$ cat src/rtl/edge_slope_setup_pkg.sv
// Shared types and constants for the triangle edge-slope setup stage.
// Slopes are Q10.10 in a 21-bit signed word matching the downstream divider.
package edge_slope_setup_pkg;

  localparam int DIV_W     = 21;
  localparam int COORD_W   = 10;
  localparam int FRAC_BITS = 10;
  localparam int DELTA_W   = COORD_W + 1;

  typedef enum logic [2:0] {
    S_DRAIN,
    S_IDLE,
    S_ISSUE,
    S_WAIT,
    S_OUT
  } state_t;

  // Edge i runs from vertex i to vertex (i+1) mod 3.
  typedef enum logic [1:0] {
    EDGE0 = 2'd0,
    EDGE1 = 2'd1,
    EDGE2 = 2'd2
  } edge_idx_t;

  function automatic logic signed [DELTA_W-1:0] coord_delta(
    input logic [COORD_W-1:0] from_c,
    input logic [COORD_W-1:0] to_c
  );
    return $signed({1'b0, to_c}) - $signed({1'b0, from_c});
  endfunction

  function automatic edge_idx_t next_edge(input edge_idx_t e);
    case (e)
      EDGE0:   return EDGE1;
      EDGE1:   return EDGE2;
      default: return EDGE0;
    endcase
  endfunction

endpackage

$ cat src/rtl/edge_slope_setup_if.sv
// Triangle input, slope output and divider-side signals of the setup stage.
// The slave modport is the setup block's view; master is the environment's.
interface edge_slope_setup_if;
  import edge_slope_setup_pkg::*;

  logic               in_valid;
  logic               in_ready;
  logic [COORD_W-1:0] in_x0, in_y0, in_x1, in_y1, in_x2, in_y2;

  logic               out_valid;
  logic               out_ready;
  logic [DIV_W-1:0]   out_slope0, out_slope1, out_slope2;
  logic [2:0]         out_horiz;
  logic               out_err;

  logic               div_open;
  logic [DIV_W-1:0]   div_dividend;
  logic [DIV_W-1:0]   div_divisor;
  logic               div_finish;
  logic [DIV_W-1:0]   div_quotient;

  modport slave (
    input  in_valid, in_x0, in_y0, in_x1, in_y1, in_x2, in_y2,
    output in_ready,
    output out_valid, out_slope0, out_slope1, out_slope2, out_horiz, out_err,
    input  out_ready,
    output div_open, div_dividend, div_divisor,
    input  div_finish, div_quotient
  );

  modport master (
    output in_valid, in_x0, in_y0, in_x1, in_y1, in_x2, in_y2,
    input  in_ready,
    input  out_valid, out_slope0, out_slope1, out_slope2, out_horiz, out_err,
    output out_ready,
    input  div_open, div_dividend, div_divisor,
    output div_finish, div_quotient
  );

endinterface

$ cat src/rtl/edge_operand_gen.sv
// Registered divider operand formatter: picks the endpoints of edge idx and
// forms dividend = dx <<< FRAC_BITS, divisor = sign-extended dy, plus dy==0.
module edge_operand_gen
  import edge_slope_setup_pkg::*;
(
  input  logic               clk,
  input  logic               rst_n,
  input  logic               load,
  input  edge_idx_t          idx,
  input  logic [COORD_W-1:0] x0,
  input  logic [COORD_W-1:0] y0,
  input  logic [COORD_W-1:0] x1,
  input  logic [COORD_W-1:0] y1,
  input  logic [COORD_W-1:0] x2,
  input  logic [COORD_W-1:0] y2,
  output logic [DIV_W-1:0]   dividend,
  output logic [DIV_W-1:0]   divisor,
  output logic               horiz
);

  logic [COORD_W-1:0]        xa, ya, xb, yb;
  logic signed [DELTA_W-1:0] dx, dy;

  always_comb begin
    xa = x0; ya = y0; xb = x1; yb = y1;
    case (idx)
      EDGE1: begin xa = x1; ya = y1; xb = x2; yb = y2; end
      EDGE2: begin xa = x2; ya = y2; xb = x0; yb = y0; end
      default: ;
    endcase
    dx = coord_delta(xa, xb);
    dy = coord_delta(ya, yb);
  end

  // 11-bit dx shifted by 10 fills the 21-bit word exactly, so no overflow.
  always_ff @(posedge clk or negedge rst_n) begin
    if (!rst_n) begin
      dividend <= '0;
      divisor  <= '0;
      horiz    <= 1'b0;
    end else if (load) begin
      dividend <= {dx, {FRAC_BITS{1'b0}}};
      divisor  <= {{(DIV_W-DELTA_W){dy[DELTA_W-1]}}, dy};
      horiz    <= (dy == '0);
    end
  end

endmodule

$ cat src/rtl/edge_slope_setup.sv
// Triangle setup: issues the three edge dx/dy divisions serially and returns
// the Q10.10 inverse slopes over a valid/ready handshake.
//
//   state   | meaning
//   --------+------------------------------------------------------------
//   DRAIN   | ignore divider results until any in-flight division retires
//   IDLE    | in_ready high, waiting for a triangle
//   ISSUE   | load operands for edge idx, pulse div_open next cycle
//   WAIT    | wait for div_finish, bounded by TIMEOUT
//   OUT     | slopes presented, held until out_ready
module edge_slope_setup
  import edge_slope_setup_pkg::*;
#(
  parameter int TIMEOUT      = 64,
  parameter int DRAIN_CYCLES = 40
) (
  input logic               clk,
  input logic               rst_n,
  edge_slope_setup_if.slave bus
);

  localparam int TMR_W = $clog2(TIMEOUT + 1);
  localparam int DRN_W = $clog2(DRAIN_CYCLES + 1);
  localparam logic [TMR_W-1:0] TMR_LAST = TMR_W'(TIMEOUT - 1);
  localparam logic [DRN_W-1:0] DRN_LAST = DRN_W'(DRAIN_CYCLES - 1);

  state_t             state;
  edge_idx_t          idx;
  logic [TMR_W-1:0]   timer;
  logic [DRN_W-1:0]   drain_cnt;
  logic [COORD_W-1:0] x0, y0, x1, y1, x2, y2;
  logic [DIV_W-1:0]   slope [3];
  logic               gen_horiz;
  logic [DIV_W-1:0]   gen_dividend, gen_divisor;

  edge_operand_gen u_operand_gen (
    .clk      (clk),
    .rst_n    (rst_n),
    .load     (state == S_ISSUE),
    .idx      (idx),
    .x0       (x0),
    .y0       (y0),
    .x1       (x1),
    .y1       (y1),
    .x2       (x2),
    .y2       (y2),
    .dividend (gen_dividend),
    .divisor  (gen_divisor),
    .horiz    (gen_horiz)
  );

  assign bus.div_dividend = gen_dividend;
  assign bus.div_divisor  = gen_divisor;
  assign bus.out_slope0   = slope[0];
  assign bus.out_slope1   = slope[1];
  assign bus.out_slope2   = slope[2];

  always_ff @(posedge clk or negedge rst_n) begin
    if (!rst_n) begin
      state         <= S_DRAIN;
      idx           <= EDGE0;
      timer         <= '0;
      drain_cnt     <= '0;
      x0 <= '0; y0 <= '0; x1 <= '0; y1 <= '0; x2 <= '0; y2 <= '0;
      slope[0]      <= '0;
      slope[1]      <= '0;
      slope[2]      <= '0;
      bus.in_ready  <= 1'b0;
      bus.out_valid <= 1'b0;
      bus.out_horiz <= '0;
      bus.out_err   <= 1'b0;
      bus.div_open  <= 1'b0;
    end else begin
      bus.div_open <= 1'b0;
      case (state)
        S_DRAIN: begin
          if (drain_cnt == DRN_LAST) begin
            state        <= S_IDLE;
            bus.in_ready <= 1'b1;
          end else begin
            drain_cnt <= drain_cnt + 1'b1;
          end
        end

        S_IDLE: begin
          if (bus.in_valid && bus.in_ready) begin
            x0 <= bus.in_x0; y0 <= bus.in_y0;
            x1 <= bus.in_x1; y1 <= bus.in_y1;
            x2 <= bus.in_x2; y2 <= bus.in_y2;
            slope[0]      <= '0;
            slope[1]      <= '0;
            slope[2]      <= '0;
            bus.out_horiz <= '0;
            bus.out_err   <= 1'b0;
            bus.in_ready  <= 1'b0;
            idx           <= EDGE0;
            state         <= S_ISSUE;
          end
        end

        S_ISSUE: begin
          bus.div_open <= 1'b1;
          timer        <= '0;
          state        <= S_WAIT;
        end

        S_WAIT: begin
          bus.out_horiz[idx] <= gen_horiz;
          // A finish on the last timer cycle still counts as a result.
          if (bus.div_finish) begin
            slope[idx] <= bus.div_quotient;
            if (idx == EDGE2) begin
              bus.out_valid <= 1'b1;
              state         <= S_OUT;
            end else begin
              idx   <= next_edge(idx);
              state <= S_ISSUE;
            end
          end else if (timer == TMR_LAST) begin
            for (int i = 0; i < 3; i++) begin
              if (i >= int'(idx)) slope[i] <= '0;
            end
            bus.out_err   <= 1'b1;
            bus.out_valid <= 1'b1;
            state         <= S_OUT;
          end else begin
            timer <= timer + 1'b1;
          end
        end

        S_OUT: begin
          if (bus.out_valid && bus.out_ready) begin
            bus.out_valid <= 1'b0;
            if (bus.out_err) begin
              // The timed-out division may still complete; drain it first.
              drain_cnt <= '0;
              state     <= S_DRAIN;
            end else begin
              bus.in_ready <= 1'b1;
              state        <= S_IDLE;
            end
          end
        end

        default: state <= S_DRAIN;
      endcase
    end
  end

endmodule

$ cat src/flat_wrapper.sv
// flat-port wrapper written by rule: the top's interface ports become plain ports
module edge_slope_setup_flat import edge_slope_setup_pkg::*;
#(
  parameter int TIMEOUT      = 64,
  parameter int DRAIN_CYCLES = 40
)
  (clk, rst_n, bus_in_valid, bus_in_x0, bus_in_y0, bus_in_x1, bus_in_y1, bus_in_x2, bus_in_y2, bus_in_ready, bus_out_valid, bus_out_slope0, bus_out_slope1, bus_out_slope2, bus_out_horiz, bus_out_err, bus_out_ready, bus_div_open, bus_div_dividend, bus_div_divisor, bus_div_finish, bus_div_quotient);
  edge_slope_setup_if bus_i ();
  input logic clk;
  input logic rst_n;
  input wire logic [$bits(bus_i.in_valid)-1:0] bus_in_valid;
  input wire logic [$bits(bus_i.in_x0)-1:0] bus_in_x0;
  input wire logic [$bits(bus_i.in_y0)-1:0] bus_in_y0;
  input wire logic [$bits(bus_i.in_x1)-1:0] bus_in_x1;
  input wire logic [$bits(bus_i.in_y1)-1:0] bus_in_y1;
  input wire logic [$bits(bus_i.in_x2)-1:0] bus_in_x2;
  input wire logic [$bits(bus_i.in_y2)-1:0] bus_in_y2;
  output wire logic [$bits(bus_i.in_ready)-1:0] bus_in_ready;
  output wire logic [$bits(bus_i.out_valid)-1:0] bus_out_valid;
  output wire logic [$bits(bus_i.out_slope0)-1:0] bus_out_slope0;
  output wire logic [$bits(bus_i.out_slope1)-1:0] bus_out_slope1;
  output wire logic [$bits(bus_i.out_slope2)-1:0] bus_out_slope2;
  output wire logic [$bits(bus_i.out_horiz)-1:0] bus_out_horiz;
  output wire logic [$bits(bus_i.out_err)-1:0] bus_out_err;
  input wire logic [$bits(bus_i.out_ready)-1:0] bus_out_ready;
  output wire logic [$bits(bus_i.div_open)-1:0] bus_div_open;
  output wire logic [$bits(bus_i.div_dividend)-1:0] bus_div_dividend;
  output wire logic [$bits(bus_i.div_divisor)-1:0] bus_div_divisor;
  input wire logic [$bits(bus_i.div_finish)-1:0] bus_div_finish;
  input wire logic [$bits(bus_i.div_quotient)-1:0] bus_div_quotient;
  assign bus_i.in_valid = bus_in_valid;
  assign bus_i.in_x0 = bus_in_x0;
  assign bus_i.in_y0 = bus_in_y0;
  assign bus_i.in_x1 = bus_in_x1;
  assign bus_i.in_y1 = bus_in_y1;
  assign bus_i.in_x2 = bus_in_x2;
  assign bus_i.in_y2 = bus_in_y2;
  assign bus_in_ready = bus_i.in_ready;
  assign bus_out_valid = bus_i.out_valid;
  assign bus_out_slope0 = bus_i.out_slope0;
  assign bus_out_slope1 = bus_i.out_slope1;
  assign bus_out_slope2 = bus_i.out_slope2;
  assign bus_out_horiz = bus_i.out_horiz;
  assign bus_out_err = bus_i.out_err;
  assign bus_i.out_ready = bus_out_ready;
  assign bus_div_open = bus_i.div_open;
  assign bus_div_dividend = bus_i.div_dividend;
  assign bus_div_divisor = bus_i.div_divisor;
  assign bus_i.div_finish = bus_div_finish;
  assign bus_i.div_quotient = bus_div_quotient;
  edge_slope_setup #(.TIMEOUT(TIMEOUT), .DRAIN_CYCLES(DRAIN_CYCLES)) u_core (.clk(clk), .rst_n(rst_n), .bus(bus_i));
endmodule
$ cat config.mk
export PLATFORM = sky130hd
export DESIGN_NAME = edge_slope_setup_flat
export DESIGN_NICKNAME = d
export VERILOG_FILES = /design/src/rtl/edge_slope_setup_pkg.sv /design/src/rtl/edge_slope_setup_if.sv /design/src/rtl/edge_operand_gen.sv /design/src/rtl/edge_slope_setup.sv /design/src/flat_wrapper.sv
export SDC_FILE = /design/constraint.sdc
export NUM_CORES = 1
export LEC_CHECK = 0
export BUFFER_PORTS_ARGS = -buffer_cell sky130_fd_sc_hd__buf_4
export CAP_MARGIN = 5
export CORE_ASPECT_RATIO = 1.25
export CORE_UTILIZATION = 50
export CTS_CLUSTER_DIAMETER = 30
export DETAILED_ROUTE_END_ITERATION = 7
export HOLD_SLACK_MARGIN = 0.06
export PLACE_DENSITY = 0.84
export RECOVER_POWER = 50
export SETUP_SLACK_MARGIN = 0.3
export SLEW_MARGIN = 20
export SYNTH_ARGS = -nofsm -noshare
export SYNTH_HDL_FRONTEND = slang
export SYNTH_SLANG_ARGS = --single-unit
$ cat constraint.sdc
create_clock -name clk -period 3.7 [get_ports clk]
set_clock_uncertainty 0.05 [all_clocks]
set_input_delay 0.185 -clock clk [delete_from_list [all_inputs] [get_ports clk]]
set_output_delay 0.185 -clock clk [all_outputs]
set_load 0.005 [all_outputs]
Word level (Yosys, flattened, before mapping)

Cells that the tools add are included.

Reduce and logical (&&, ||, !) cells: 24
Equal/unequal tests: 24
$lt $le $gt $ge: 7
Add/sub/neg operators: 4
Muxes and demuxes: 52
Bitwise operators: 1

Operator list:

| kind                                                                   | number |
|---|---|
| 63-bit two-way mux                                                     | 3 |
| 63-bit one-hot mux with 2 select lines                                 | 1 |
| 21-bit two-way mux                                                     | 4 |
| 10-bit one-hot mux with 2 select lines                                 | 4 |
| 63-bit bitwise mux                                                     | 1 |
| 21-bit demux with 2-bit select                                         | 1 |
| 4-bit AND reduction                                                    | 8 |
| 10-bit by 10-bit subtractor with 11-bit output                         | 2 |
| 3-bit two-way mux                                                      | 7 |
| 6-bit two-way mux                                                      | 3 |
| 3-bit by 2-bit != test with 1-bit output (second input constant)       | 5 |
| 3-bit one-hot mux with 5 select lines                                  | 1 |
| 7-bit two-way mux                                                      | 2 |
| 7-bit one-hot mux with 2 select lines                                  | 1 |
| 1-bit two-way mux                                                      | 12 |
| 2-bit != test (second input constant)                                  | 6 |
| 6-bit one-hot mux with 2 select lines                                  | 1 |
| 11-bit zero test                                                       | 1 |
| 2-bit by 1-bit != test with 1-bit output (second input constant)       | 5 |
| 2-bit one-hot mux with 2 select lines                                  | 2 |
| 2-bit nonzero test                                                     | 4 |
| 7-bit by 1-bit adder with 7-bit output (second input constant)         | 1 |
| 7-bit by 6-bit equality test with 1-bit output (second input constant) | 1 |
| 6-bit by 1-bit adder with 6-bit output (second input constant)         | 1 |
| other kinds (26)                                                       | 35 |

Bits of input ports: 86
Logic and storage cells: 133
Output and inout port bits: 112
Flip-flop bits (word level): 171

Longest topological paths before layout

Gate-level depths: netlist (run 1).

Depth in word-level cells: 8
Gate-level depth with buffers: 16
Gate-level depth less buffers: 14

Cells and area by module

Synthesis (run 1) repeated with hierarchy kept, for this count alone.

Cell total of the unflattened synthesis: 879
Area, all modules: 8585.7 um^2

By module, submodules not included:

| module           | cells each | sequential area each (um^2) | times used | area an instance (um^2) |
|---|---|---|---|---|
| edge_slope_setup | 535        | 3703.6                      | 1          | 5919.4 |
| edge_operand_gen | 344        | 575.6                       | 1          | 2666.3 |

Worst setup path before layout (run 1)

OpenSTA, ideal clock, no wires.

Path type: reg-to-reg
Start point: register u_core.idx[1]
End point: register u_core.u_operand_gen.horiz
Path slack: 0.325 ns
Clock period less this slack: 3.375 ns
Setup time: 0.121 ns
Stages on the path, launching flop included: 15
Data required time: 3.529 ns
Arrival time: 3.204 ns
Buffers on the path: 3
Cell sequence: dfrtp_1 -> inv_1 -> ha_1 -> clkbuf_1 -> clkbuf_1 -> buf_1 -> a21oi_1 -> ha_1 -> fa_1 -> nand2b_1 -> a2111oi_0 -> a211oi_1 -> nand2_1 -> and4bb_1 -> a22o_1

Longest elaborated chain between the ends: 4
Elaborated cells between the ends (all ways): 6
Classes of those cells: add/sub: 1; eq/ne: 2; mux: 2; reduce/logical: 1

Ends and longest elaborated chain:

| element                                                                                      | line                       | source |
|---|---|---|
| start: declaration                                                                           | edge_slope_setup.sv:28     | `edge_idx_t idx;` |
| start signal: assignment                                                                     | edge_slope_setup.sv:116    | `idx <= next_edge(idx);` |
| 2-bit equality test / 2-bit by 1-bit equality test with 1-bit output (equally long branches) | edge_operand_gen.sv:26     | `case (idx)` |
| 10-bit one-hot mux with 2 select lines                                                       | edge_operand_gen.sv:26     |  |
| 10-bit by 10-bit subtractor with 11-bit output (*)                                           | edge_slope_setup_pkg.sv:29 | `return $signed({1'b0, to_c}) - $signed({1'b0, from_c});` |
| 11-bit zero test (*)                                                                         | edge_operand_gen.sv:44     | `horiz <= (dy == '0);` |
| end signal: assignment                                                                       | edge_operand_gen.sv:44     |  |
| end: declaration                                                                             | edge_operand_gen.sv:18     | `output logic horiz` |

Mark *: on every way between the ends. The rest lies on a longest branch, timed or not.
A chain may end at the register's enable or synchronous reset.

Final worst setup path (run 1)

Start point: register u_core.idx[1]
End point: register u_core.u_operand_gen.dividend[18]

Longest elaborated chain between the ends: 3
Elaborated cells between the ends (all ways): 5
Classes of those cells: add/sub: 1; eq/ne: 2; mux: 2

Ends and longest elaborated chain:

| element                                                                                      | line                       | source |
|---|---|---|
| 2-bit equality test / 2-bit by 1-bit equality test with 1-bit output (equally long branches) | edge_operand_gen.sv:26     |  |
| 10-bit one-hot mux with 2 select lines                                                       | edge_operand_gen.sv:26     |  |
| 10-bit by 10-bit subtractor with 11-bit output (*)                                           | edge_slope_setup_pkg.sv:29 |  |
| end signal: assignment                                                                       | edge_operand_gen.sv:42     | `dividend <= {dx, {FRAC_BITS{1'b0}}};` |
| end: declaration                                                                             | edge_operand_gen.sv:16     | `output logic [DIV_W-1:0] dividend,` |

Marks and branches as above.

==> flow_metrics.py, run 1 <==
metrics = {
    "floorplanning": {
        "die_h_microns": 148,
        "initial_utilization_pct": 51.8,
        "dieWidth_microns": 119,
        "std_cell_rows": 52,
        "io_pins": 198,
        "die-area_sq_um": 17500,
        "fp.coreArea_sq_um": 16400,
    },
    "power": {
        "pwr-share-clk_pct": 14.5,
        "internal-power_w": 0.00705,
        "peakVddDrop_uv": 670,
        "power_density_nw_per_um2": 1100,
        "seqPwrFrac_pct": 26.3,
        "p_sw_w": 0.00539,
        "p_comb_share_pct": 59.2,
        "swShare_pct": 43.3,
        "p_leak_nw": 5.25,
    },
    "yosys": {
        "synth_area_sq_um": 8490,
        "yosysUniqueCellTypes": 65,
        "synth_flop_cell": "dfrtp_1",
        "async_flop_share_pct": 100,
        "syn_area_per_cell_sq_um": 11.1,
        "ys_ff_latch": 171,
        "ys_top_cells_by_area": "dfrtp_1 50%, mux2_2 8.2%, a22o_1 7.1%, ha_1 3.8%, a22oi_1 3.5%",
        "synth-seq-area-share_pct": 50.4,
        "yosysTopAreaCellShare_pct": 50.4,
        "synth_edf_count": 0,
        "synth_warnings": 0,
        "synthCells": 768,
        "synth_top_area_cell": "dfrtp_1",
    },
    "cells_and_area": {
        "drive_gt1_share_pct": 29.4,
        "multi_input_area_sq_um": 3810,
        "finalNetCount": 1125,
        "regArea_sq_um": 4280,
        "diodes": 0,
        "final_common_cell": "dfrtp_1",
        "n_fill_cell": 1171,
        "final_cell_mix": "171 x dfrtp_1, 91 x buf_4, 90 x clkbuf_4",
        "post-route-cell-area_sq_um": 11300,
        "synthToLayoutAreaGrowth_pct": 33.0,
    },
    "critical_path": {
        "crit_end": "u_core.u_operand_gen.dividend[18]$_DFFE_PN0P_",
        "r2r_end": "u_core.u_operand_gen.dividend[18]$_DFFE_PN0P_",
        "r2r_cells": 11,
        "critPathKind": "reg -> reg",
        "critPathCaptureType": "flip-flop",
        "critPathMaxFanout": 36,
        "crit_arrival_ps": 3540,
        "worstPathCellList": "inv_1 -> ha_2 -> buf_8 -> o21ai_0 -> fa_1 -> a21o_1 -> a21oi_2 -> o21bai_2 -> a2111oi_4 -> nor3_1 -> o31ai_2",
        "slowest_delay_ps": 470,
        "crit_required_ps": 3980,
        "worstSetupStartpoint": "u_core.idx[1]$_DFFE_PN0P_",
        "worst-path-stages": 11,
        "crit_slowest_cell": "ha_2",
        "critical_path.top_delay_family": "compound AO/OA/AOI/OAI gates",
        "crit_buf_inv": 2,
        "crit-reg2reg-launch": "u_core.idx[1]$_DFFE_PN0P_",
        "cp-start-kind": "flip-flop",
        "reg2reg_slack_ps": 440,
    },
    "min_path": {
        "whs_path_depth": 3,
        "hold_class": "in -> reg",
        "hp-start": "bus_div_finish",
    },
    "grt": {
        "first_global_vias": 7005,
        "grt_pass1_wl_microns": 36100,
        "gr-total-overflow": 0,
        "grt_usage_pct": 26.1,
        "grt_max_degree": 101,
        "antenna_found_initial": 0,
    },
    "sta": {
        "fin_crit_ps": 3260,
        "finalHoldViolations": 0,
        "max_freq_ghz": 0.307,
        "setup_viol": 0,
        "setup_tns_ps": 0,
        "tightestPinTransition_ps": 2430,
        "slew_viol_final": 101,
        "rsz0062_at_grt": "true",
        "slew_headroom_pct": -61.7,
        "timing.final.crit_share_pct": 88.1,
    },
    "routing": {
        "dr.pass1.iters": 5,
        "met3_length_microns": 1140,
        "num_vias": 6992,
        "postRouteAntennaNets": 0,
        "drtIter0Drc": 495,
        "wl_met1_microns": 9030,
        "wire_per_inst_microns": 17.8,
        "drt-vias-per-instance": 5.64,
        "routed_wl_microns": 22000,
        "maxUsedRoutingLayer": "met4",
        "met2_length_microns": 11400,
        "drc": 0,
    },
    "cts": {
        "cts_tree": "done",
        "post_cts.repair.setup_buffers": 0,
        "htree_levels": 4,
        "clkTransAtPathRegs_ps": 60,
        "clockRootBuffer": "clkbuf_16",
        "insertion_delay_ps": 430,
        "max-clock-path-buffers": 2,
        "cts_made_buffers": 17,
        "clock_sinks": 171,
    },
    "job": {
        "cap_violations": 1,
    },
    "run_status": {
        "violations": "max-capacitance violations, max-slew violations",
        "status": "finished with violations",
    },
    "place": {
        "gp_congestion": 0.838,
        "dp_hpwl_microns": 13900,
        "port_buffers": 187,
        "dpl_cell_area_sq_um": 9890,
    },
}
## kinds of logic after synthesis
group / count (synthesis) / synth area share [%]
adders and majority gates: 28 / 4.30
DFF: 171 / 50.4
muxes: 62 / 8.22
xor gates and xnor gates: 12 / 1.24
other: 1 / 0.0442
buffers and inverters: 81 / 5.31
AOI/OAI and AO/OA: 240 / 20.7
and+or+nand+nor: 173 / 9.80
## metrics by stage
step | std cells | total power [W] | utilization, % | setup WS, ps | hold slack [ps]
2_1_floorplan | 777 | 0.00856 | - | 325 | -161
3_3_place_gp | 1124 | 0.0101 | 60.3 | 507 | 296
3_5_place_dp | 1124 | 0.0104 | 60.3 | 359 | 305
4_1_cts | 1240 | 0.0123 | 69.1 | 342 | 105
5_1_grt | 1240 | 0.0134 | 68.9 | 261 | 139
6_report | 1240 | 0.0124 | 68.9 | 442 | 110
## power by group through the flow
stage	Sequential (W)	Combinational (W)	Clock (W)
global route	0.00335	0.00820	0.00190
detailed placement	0.00326	0.00715	0
finish	0.00326	0.00736	0.00181
global placement	0.00322	0.00691	0
CTS	0.00323	0.00729	0.00182
floorplan	0.00307	0.00548	0
## metal layers
layer,global-route usage (%),vias to the layer above
met4,8.42,0
li1,-,3276
met5,0,-
met2,46.5,267
met3,4.01,31
met1,32.4,3418
## Yosys cell counts, drive strengths merged (14+ instances only)
cell type and instances:
a21oi 35, a22oi 40, nand2 70, buf 40
dfrtp 171, inv 14, clkbuf 27, nor2 49
a22o 69, mux2 62, ha 26, o21ai 53
## flip-flops by register name (all words and copies together) (netlist names)
signal	count
u_core.y2	10
u_core.drain_cnt	6
u_core.u_operand_gen.dividend	11
u_core.x1	10
u_core.u_operand_gen.divisor	11
u_core.bus.out_horiz	3
u_core.bus.out_slope2	21
u_core.y1	10
u_core.x2	10
u_core.timer	7
u_core.bus.out_slope1	21
u_core.bus.div_open	1
u_core.bus.out_slope0	21
u_core.state	3
u_core.u_operand_gen.horiz	1
u_core.bus.out_err	1
u_core.bus.out_valid	1
u_core.idx	2
u_core.bus.in_ready	1
u_core.y0	10
u_core.x0	10
## layout make-up
cell class | instances | area share, %
repair buffers | 282 | 20.2
inverters | 14 | 0.465
well taps | 216 | 2.39
clock inverters | 11 | 1.20
multi-input cells | 525 | 33.7
flip-flops and latches | 171 | 37.9
clock buffers | 21 | 4.08
## how the worst min path moves through the flow
stage	endpoint	slack, ps
after floorplan	u_core.bus.div_open$_DFF_PN0_	-160
after global placement	u_core.y2[5]$_DFFE_PN0P_	300
after detailed placement	u_core.y1[5]$_DFFE_PN0P_	300
after CTS	u_core.timer[6]$_DFFE_PN0P_	110
after global routing	u_core.timer[6]$_DFFE_PN0P_	140
final	u_core.timer[6]$_DFFE_PN0P_	110
## timing repair
item | CTS | global route
resized for setup | 0 | 7
hold endpoints to repair | 222 | 0
hold buffers | 84 | 0
endpoints found under the setup margin | 0 | 6
## tightest hold or removal path, cell delays in order
cell	delay [ps]
buf_4	130
nor2_1	80
a21oi_1	140
Power figures use the tool's default switching activity.
==> inputs of run 2 (changes only) <==
Settings changed: CORE_UTILIZATION 50 to 49, GPL_TIMING_DRIVEN set to 0, PLACE_DENSITY 0.84 to 0.86.
Clock period 3.7 ns to 2.9 ns, I/O delays scaled along.
==> run 2 against run 1 <==
Effect of this change: count of clock-buffer cells in the layout shrank 4; setup slack lost 940 ps; worst hold slack gained 160 ps; wire length grew 25%; via count grew 13%; utilization grew 4.6 points; the run ends with max-capacitance violations, max-slew violations, negative setup slack left; fmax shrank 4.1%; register-to-register slack lost 940 ps; die area grew 2.0%; cell count grew 7.2%; design area grew 10%; non-clock buffer count grew 85.
==> flow_metrics.py, run 2 (synthesis gave the netlist of run 1 again) <==
metrics = {
    "min_path": {
        "min_delay_worst_endpoint": "u_core.state[1]$_DFFE_PN0P_",
        "hp-start": "bus_div_finish",
        "hold_class": "in -> reg",
        "whs_path_depth": 4,
    },
    "place": {
        "port_buffers": 186,
        "dpl_cell_area_sq_um": 10300,
        "gp_congestion": 0.887,
        "dp_hpwl_microns": 15900,
    },
    "critical_path": {
        "critPathCaptureType": "flip-flop",
        "cp-start-kind": "flip-flop",
        "r2r_cells": 15,
        "r2r_end": "u_core.u_operand_gen.horiz$_DFFE_PN0P_",
        "crit_arrival_ps": 3670,
        "worstPathCellList": "inv_2 -> ha_4 -> buf_8 -> buf_6 -> buf_2 -> a22oi_1 -> a21oi_4 -> ha_4 -> buf_4 -> nand2b_4 -> a21o_1 -> o2bb2ai_2 -> xor2_1 -> and4bb_1 -> a22o_1",
        "slowest_delay_ps": 510,
        "crit-reg2reg-launch": "u_core.idx[1]$_DFFE_PN0P_",
        "critPathKind": "reg -> reg",
        "cp_common_cell": "ha_4",
        "crit_required_ps": 3170,
        "worstSetupStartpoint": "u_core.idx[1]$_DFFE_PN0P_",
        "crit_slowest_cell": "a22oi_1",
        "critPathMaxFanout": 10,
        "reg2reg_slack_ps": -500,
    },
    "sta": {
        "slew_viol_final": 83,
        "finalHoldViolations": 0,
        "rsz0062_at_grt": "true",
        "timing.final.crit_share_pct": 117,
        "fin_crit_ps": 3400,
        "tightestPinTransition_ps": 2030,
        "layout_setup_ws_ps": -498,
        "max_freq_ghz": 0.294,
        "setup_viol": 13,
        "slew_headroom_pct": -35.6,
    },
    "run_status": {
        "violations": "max-capacitance violations, max-slew violations, negative setup slack",
        "status": "finished with violations",
    },
    "routing": {
        "drtIter0Drc": 691,
        "routed_wl_microns": 27500,
        "drt-vias-per-instance": 5.94,
        "drc": 0,
        "postRouteAntennaNets": 0,
        "num_vias": 7890,
        "wire_per_inst_microns": 20.7,
        "dr.pass1.iters": 6,
    },
    "cts": {
        "max-clock-path-buffers": 2,
        "clkTransAtPathRegs_ps": 70,
        "htree_levels": 4,
        "cts_tree": "done",
        "clock_sinks": 171,
        "clockRootBuffer": "clkbuf_16",
        "insertion_delay_ps": 440,
        "cts_made_buffers": 17,
    },
    "cells_and_area": {
        "final_common_cell": "dfrtp_1",
        "synthToLayoutAreaGrowth_pct": 46.3,
        "drive_gt1_share_pct": 38.3,
        "final_cell_mix": "170 x dfrtp_1, 141 x buf_4, 84 x dlygate4sd3_1",
        "finalNetCount": 1210,
        "diodes": 0,
        "post-route-cell-area_sq_um": 12400,
        "final_core_util_pct": 73.5,
    },
    "grt": {
        "antenna_found_initial": 0,
        "first_global_vias": 7771,
        "grt_max_degree": 91,
        "gr-total-overflow": 0,
        "grt_pass1_wl_microns": 40100,
        "grt_usage_pct": 29.1,
    },
    "floorplanning": {
        "fp.coreArea_sq_um": 16900,
        "io_pins": 198,
        "dieWidth_microns": 120,
        "die-area_sq_um": 17900,
        "std_cell_rows": 53,
        "die_h_microns": 149,
        "initial_utilization_pct": 50.2,
    },
    "job": {
        "cap_violations": 1,
    },
}
run 2: cell count changes in the layout (fill, tap and decap cells not counted), moves of 6 or more:
cell      change
buf_4        +50
buf_2        +10
buf_6        +10
a21oi_1      -14
clkbuf_1     +20
a21oi_2       +9
a22oi_2       +8
o21ai_0      -13
ha_1          -7
ha_4          +6
clkbuf_4     -21
a22oi_1       -8
run 2: worst max path at each step:
| stage | end | slack (ps) | cells after the start |
|---|---|---|---|
| 6_report | u_core.u_operand_gen.horiz$_DFFE_PN0P_ | -500 | 15 |
| 2_1_floorplan | u_core.u_operand_gen.dividend[18]$_DFFE_PN0P_ | -110 | 15 |
| 4_1_cts | u_core.u_operand_gen.dividend[18]$_DFFE_PN0P_ | -290 | 16 |
| 5_1_grt | u_core.u_operand_gen.divisor[9]$_DFFE_PN0P_ | -460 | 14 |
| 3_5_place_dp | u_core.u_operand_gen.horiz$_DFFE_PN0P_ | -640 | 15 |
| 3_3_place_gp | u_core.u_operand_gen.horiz$_DFFE_PN0P_ | -590 | 13 |
run 2: timing repair:
item,CTS,global route
setup endpoints to repair,19,19
hold endpoints to repair,207,0
buffers inserted,20,9
resized for setup,85,47
pin swaps,21,30
hold buffers,84,0
run 2: final cells by class:
class | count | area (sq um)
repair buffers | 300 | 2400
inverters | 14 | 52.6
clock inverters | 15 | 178
flip-flops and latches | 171 | 4280
well taps | 220 | 275
clock buffers | 17 | 425
plain buffers | 67 | 606
multi-input cells | 525 | 4200
fillers | 1090 | 4490
run 2: stage by stage:
step,cells,hold slack (ps),setup slack [ps],TNS [ps]
floorplan,777,-201,-107,-225
global placement,1183,327,-586,-2910
detailed placement,1184,125,-639,-4010
CTS,1320,231,-295,-1070
global route,1329,328,-461,-10990
finish,1329,268,-498,-3100
run 2: per-layer routing:
layer | vias to the layer above | GRT usage (%) | share of wire [%]
met3 | 122 | 5.05 | 6.9
met1 | 3839 | 32.2 | 36
met2 | 474 | 53.3 | 52
met4 | 0 | 14.7 | 4.9
met5 | - | 0 | 0
li1 | 3455 | - | -
run 2: critical path, delay by kind of cell, from the launching register on:
family / cells / cell delay [ps]
compound gates: 5 / 1200
xor+xnor: 1 / 170
fa+ha+maj: 2 / 500
buf+inv: 5 / 670
flops: 1 / 400
simple gates: 2 / 280
Power of run 2 is left out: the tool's default activity adds up to more than one toggle a clock period on the data nets, which glitch-free logic cannot reach.
==> inputs of run 3 (changes only) <==
Settings changed: CORE_UTILIZATION 49 to 45, PLACE_DENSITY 0.86 to 0.8, SYNTH_HIERARCHICAL set to 1.
==> run 3 against run 2 <==
Effect of this change: the flow finishes with violations (design-rule violations, max-capacitance violations, max-slew violations, negative setup slack); worst hold slack worse by 180 ps; first-iteration DRC count up 4.1%; area after synthesis rose by 1.1%; die area is 9.9% higher; sequential share of layout area up 0.16 points; non-clock buffer count unchanged; global-route usage decreased by 1.1 points; via count is 5.9% higher.
==> flow_metrics.py, run 3 <==
metrics = {
    "run_status": {
        "status": "finished with violations",
        "violations": "design-rule violations, max-capacitance violations, max-slew violations, negative setup slack",
    },
    "cts": {
        "max-clock-path-buffers": 2,
        "cts_made_buffers": 17,
        "clockRootBuffer": "clkbuf_16",
        "htree_levels": 4,
        "clock_sinks": 171,
        "insertion_delay_ps": 430,
        "clkTransAtPathRegs_ps": 70,
        "cts_tree": "done",
    },
    "yosys": {
        "synth_fa_ha_area_share_pct": 3.96,
        "syn_area_per_cell_sq_um": 9.77,
        "synth_warnings": 6,
        "muxShareOfSynthArea_pct": 2.03,
        "synth-seq-area-share_pct": 49.8,
        "synth_area_sq_um": 8590,
        "synth_compound_area_share_pct": 20.2,
        "synth_most_common_cell": "nand2_1",
        "yosysUniqueCellTypes": 72,
        "ys_top_cells_by_area": "dfrtp_1 50%, nand2_1 9.9%, a22o_1 6.8%, a22oi_1 3.5%, ha_1 3.5%",
        "synth_top_family_by_area": "compound AO/OA/AOI/OAI gates",
        "synth_flop_cell": "dfrtp_1",
        "synth_edf_count": 0,
        "synth_xor_area_share_pct": 1.02,
        "ys_ff_latch": 171,
        "async_flop_share_pct": 100,
        "synthCells": 879,
        "synth-simple-area-share_pct": 17.1,
        "yosysTopAreaCellShare_pct": 49.8,
        "synth_top_area_cell": "dfrtp_1",
        "ys_top_cells_by_count": "227 x nand2_1, 171 x dfrtp_1, 67 x a22o_1, 44 x nor2_1",
    },
    "power": {
        "internal-power_w": 0.00712,
        "p_leak_nw": 6.00,
        "power_density_nw_per_um2": 930,
        "seqPwrFrac_pct": 29.8,
        "power_w": 0.0115,
        "swShare_pct": 38.2,
        "pwr-share-clk_pct": 19.0,
        "p_sw_w": 0.00439,
        "p_comb_share_pct": 51.2,
        "peakVddDrop_uv": 517,
    },
    "sta": {
        "max_freq_ghz": 0.289,
        "rsz0062_at_grt": "true",
        "setup_viol": 10,
        "tightestPinTransition_ps": 2040,
        "layout_setup_ws_ps": -558,
        "fin_crit_ps": 3460,
        "slew_viol_final": 86,
        "finalHoldViolations": 0,
        "slew_headroom_pct": -35.9,
        "timing.final.crit_share_pct": 119,
        "fin_hold_ws_ps": 83.1,
    },
    "floorplanning": {
        "io_pins": 198,
        "die_h_microns": 156,
        "fp.coreArea_sq_um": 18700,
        "die-area_sq_um": 19600,
        "dieWidth_microns": 126,
        "std_cell_rows": 56,
        "initial_utilization_pct": 45.9,
    },
    "routing": {
        "drt-vias-per-instance": 5.77,
        "postRouteAntennaNets": 0,
        "dr.pass1.iters": 8,
        "wire_per_inst_microns": 19.4,
        "drc": 15,
        "routed_wl_microns": 28200,
        "drtIter0Drc": 719,
        "num_vias": 8355,
    },
    "cells_and_area": {
        "synthToLayoutAreaGrowth_pct": 44.0,
        "n_fill_cell": 1384,
        "final_cell_mix": "226 x nand2_1, 169 x dfrtp_1, 137 x buf_4",
        "drive_gt1_share_pct": 30.6,
        "finalNetCount": 1316,
        "final_common_cell": "nand2_1",
    },
    "place": {
        "port_buffers": 186,
        "gp_congestion": 0.899,
        "dp_hpwl_microns": 17300,
    },
    "job": {
        "cap_violations": 1,
    },
    "grt": {
        "grt_max_degree": 88,
        "grt_usage_pct": 28.0,
        "grt_pass1_wl_microns": 42500,
        "gr-total-overflow": 0,
        "antenna_found_initial": 1,
        "first_global_vias": 8327,
    },
    "critical_path": {
        "crit_required_ps": 3170,
        "critPathCaptureType": "flip-flop",
        "cp-start-kind": "flip-flop",
        "critPathMaxFanout": 8,
        "critPathKind": "reg -> reg",
        "crit_arrival_ps": 3730,
    },
    "min_path": {
        "hold_class": "in -> reg",
    },
}
==> run 3: cell types whose count changed after synthesis, moves of 4 or more <==
cell      previous run  this run
nor2_1              48        44
nand2_1             70       227
a211oi_1             6         2
nand3b_1             1         5
o21ai_0             49        34
clkbuf_1            27        17
mux2_2              62        10
buf_2                9        19
or4_1                0         5
mux2i_1              0         5
or3_1                0         6
a21oi_1             33        40
==> run 3: worst max-delay path, stage by stage (launching register included) <==
cell and delay (ps):
dfrtp_2 440, inv_2 80, ha_4 200, clkbuf_16 160, clkbuf_16 160, buf_8 120
nor2_4 100, a21oi_2 50, buf_4 140, fa_2 340, a21o_1 210, a21oi_2 200
o21bai_2 120, a2111oi_4 550, nor4_2 110, o31ai_1 310
==> run 3: per-layer routing <==
metal	vias up	wire length [microns]	global-route usage, %
met5	-	0	0
met4	0	1480	14.5
met3	155	2060	5.98
met2	498	14400	50.1
met1	3966	10200	31.3
li1	3736	-	-
==> run 3: layout make-up <==
cell class / instances / area, sq um / share of cell area, %
Antenna cell: 1 / 2.50 / 0.0202
Buffer: 70 / 579 / 4.68
Clock buffer: 19 / 443 / 3.58
Clock inverter: 12 / 115 / 0.931
Inverter: 18 / 70.1 / 0.567
Multi-Input combinational cell: 629 / 4230 / 34.2
Sequential cell: 171 / 4280 / 34.6
Tap cell: 232 / 290 / 2.35
Timing Repair Buffer: 297 / 2360 / 19.1
==> run 3: kinds of logic (layout without fill, tap and decap cells) <==
kind of cell,Yosys count,count (layout)
muxes,16,16
xor gates and xnor gates,10,10
and+or+nand+nor,331,331
other,1,11
buffers and inverters,88,416
AOI/OAI and AO/OA,236,236
adders and majority gates,26,26
DFF,171,171
==> run 3: power groups by stage <==
stage / Sequential, W / Combinational [W] / Clock, W
2_1_floorplan: 0.00338 / 0.00288 / 0
3_3_place_gp: 0.00344 / 0.00419 / 0
3_5_place_dp: 0.00345 / 0.00429 / 0
4_1_cts: 0.00341 / 0.00512 / 0.00220
5_1_grt: 0.00350 / 0.00628 / 0.00231
6_report: 0.00343 / 0.00589 / 0.00218
==> run 3: metrics by stage <==
step	utilization [%]	setup TNS (ps)	cell area, sq um	instances	setup WS [ps]
after floorplan	-	-474	8760	888	-119
after global routing	66.1	-9740	12400	1449	-650
after global placement	55.8	-2930	10400	1306	-486
final	66.1	-2390	12400	1449	-558
after CTS	65.2	-853	12200	1437	-194
after detailed placement	56.0	-3470	10500	1307	-512
==> run 3: what timing repair did <==
item | in CTS | in global routing
resized for setup | 45 | 54
buffers inserted | 16 | 11
setup endpoints to repair | 17 | 17
endpoints found under the hold margin | 208 | 0
hold buffers | 83 | 0
pin swaps | 22 | 20
==> run 3: final timing paths <==
| kind | from | slack (ps) | cells past startpoint | to |
|---|---|---|---|---|
| max | u_core/idx[0]$_DFFE_PN0P_ | -560 | 15 | u_core/u_operand_gen/dividend[18]$_DFFE_PN0P_ |
| min | bus_div_finish | 80 | 3 | u_core/state[1]$_DFFE_PN0P_ |
| max reg2reg | u_core/idx[0]$_DFFE_PN0P_ | -560 | 15 | u_core/u_operand_gen/dividend[18]$_DFFE_PN0P_ |
| min reg2reg | u_core/u_operand_gen/divisor[5]$_DFFE_PN0P_ | 430 | 1 | u_core/u_operand_gen/divisor[5]$_DFFE_PN0P_ |
| max in group asynchronous | rst_n | 380 | 3 | u_core/y2[2]$_DFFE_PN0P_ |
| min in group asynchronous | rst_n | 770 | 2 | u_core/u_operand_gen/dividend[11]$_DFFE_PN0P_ |
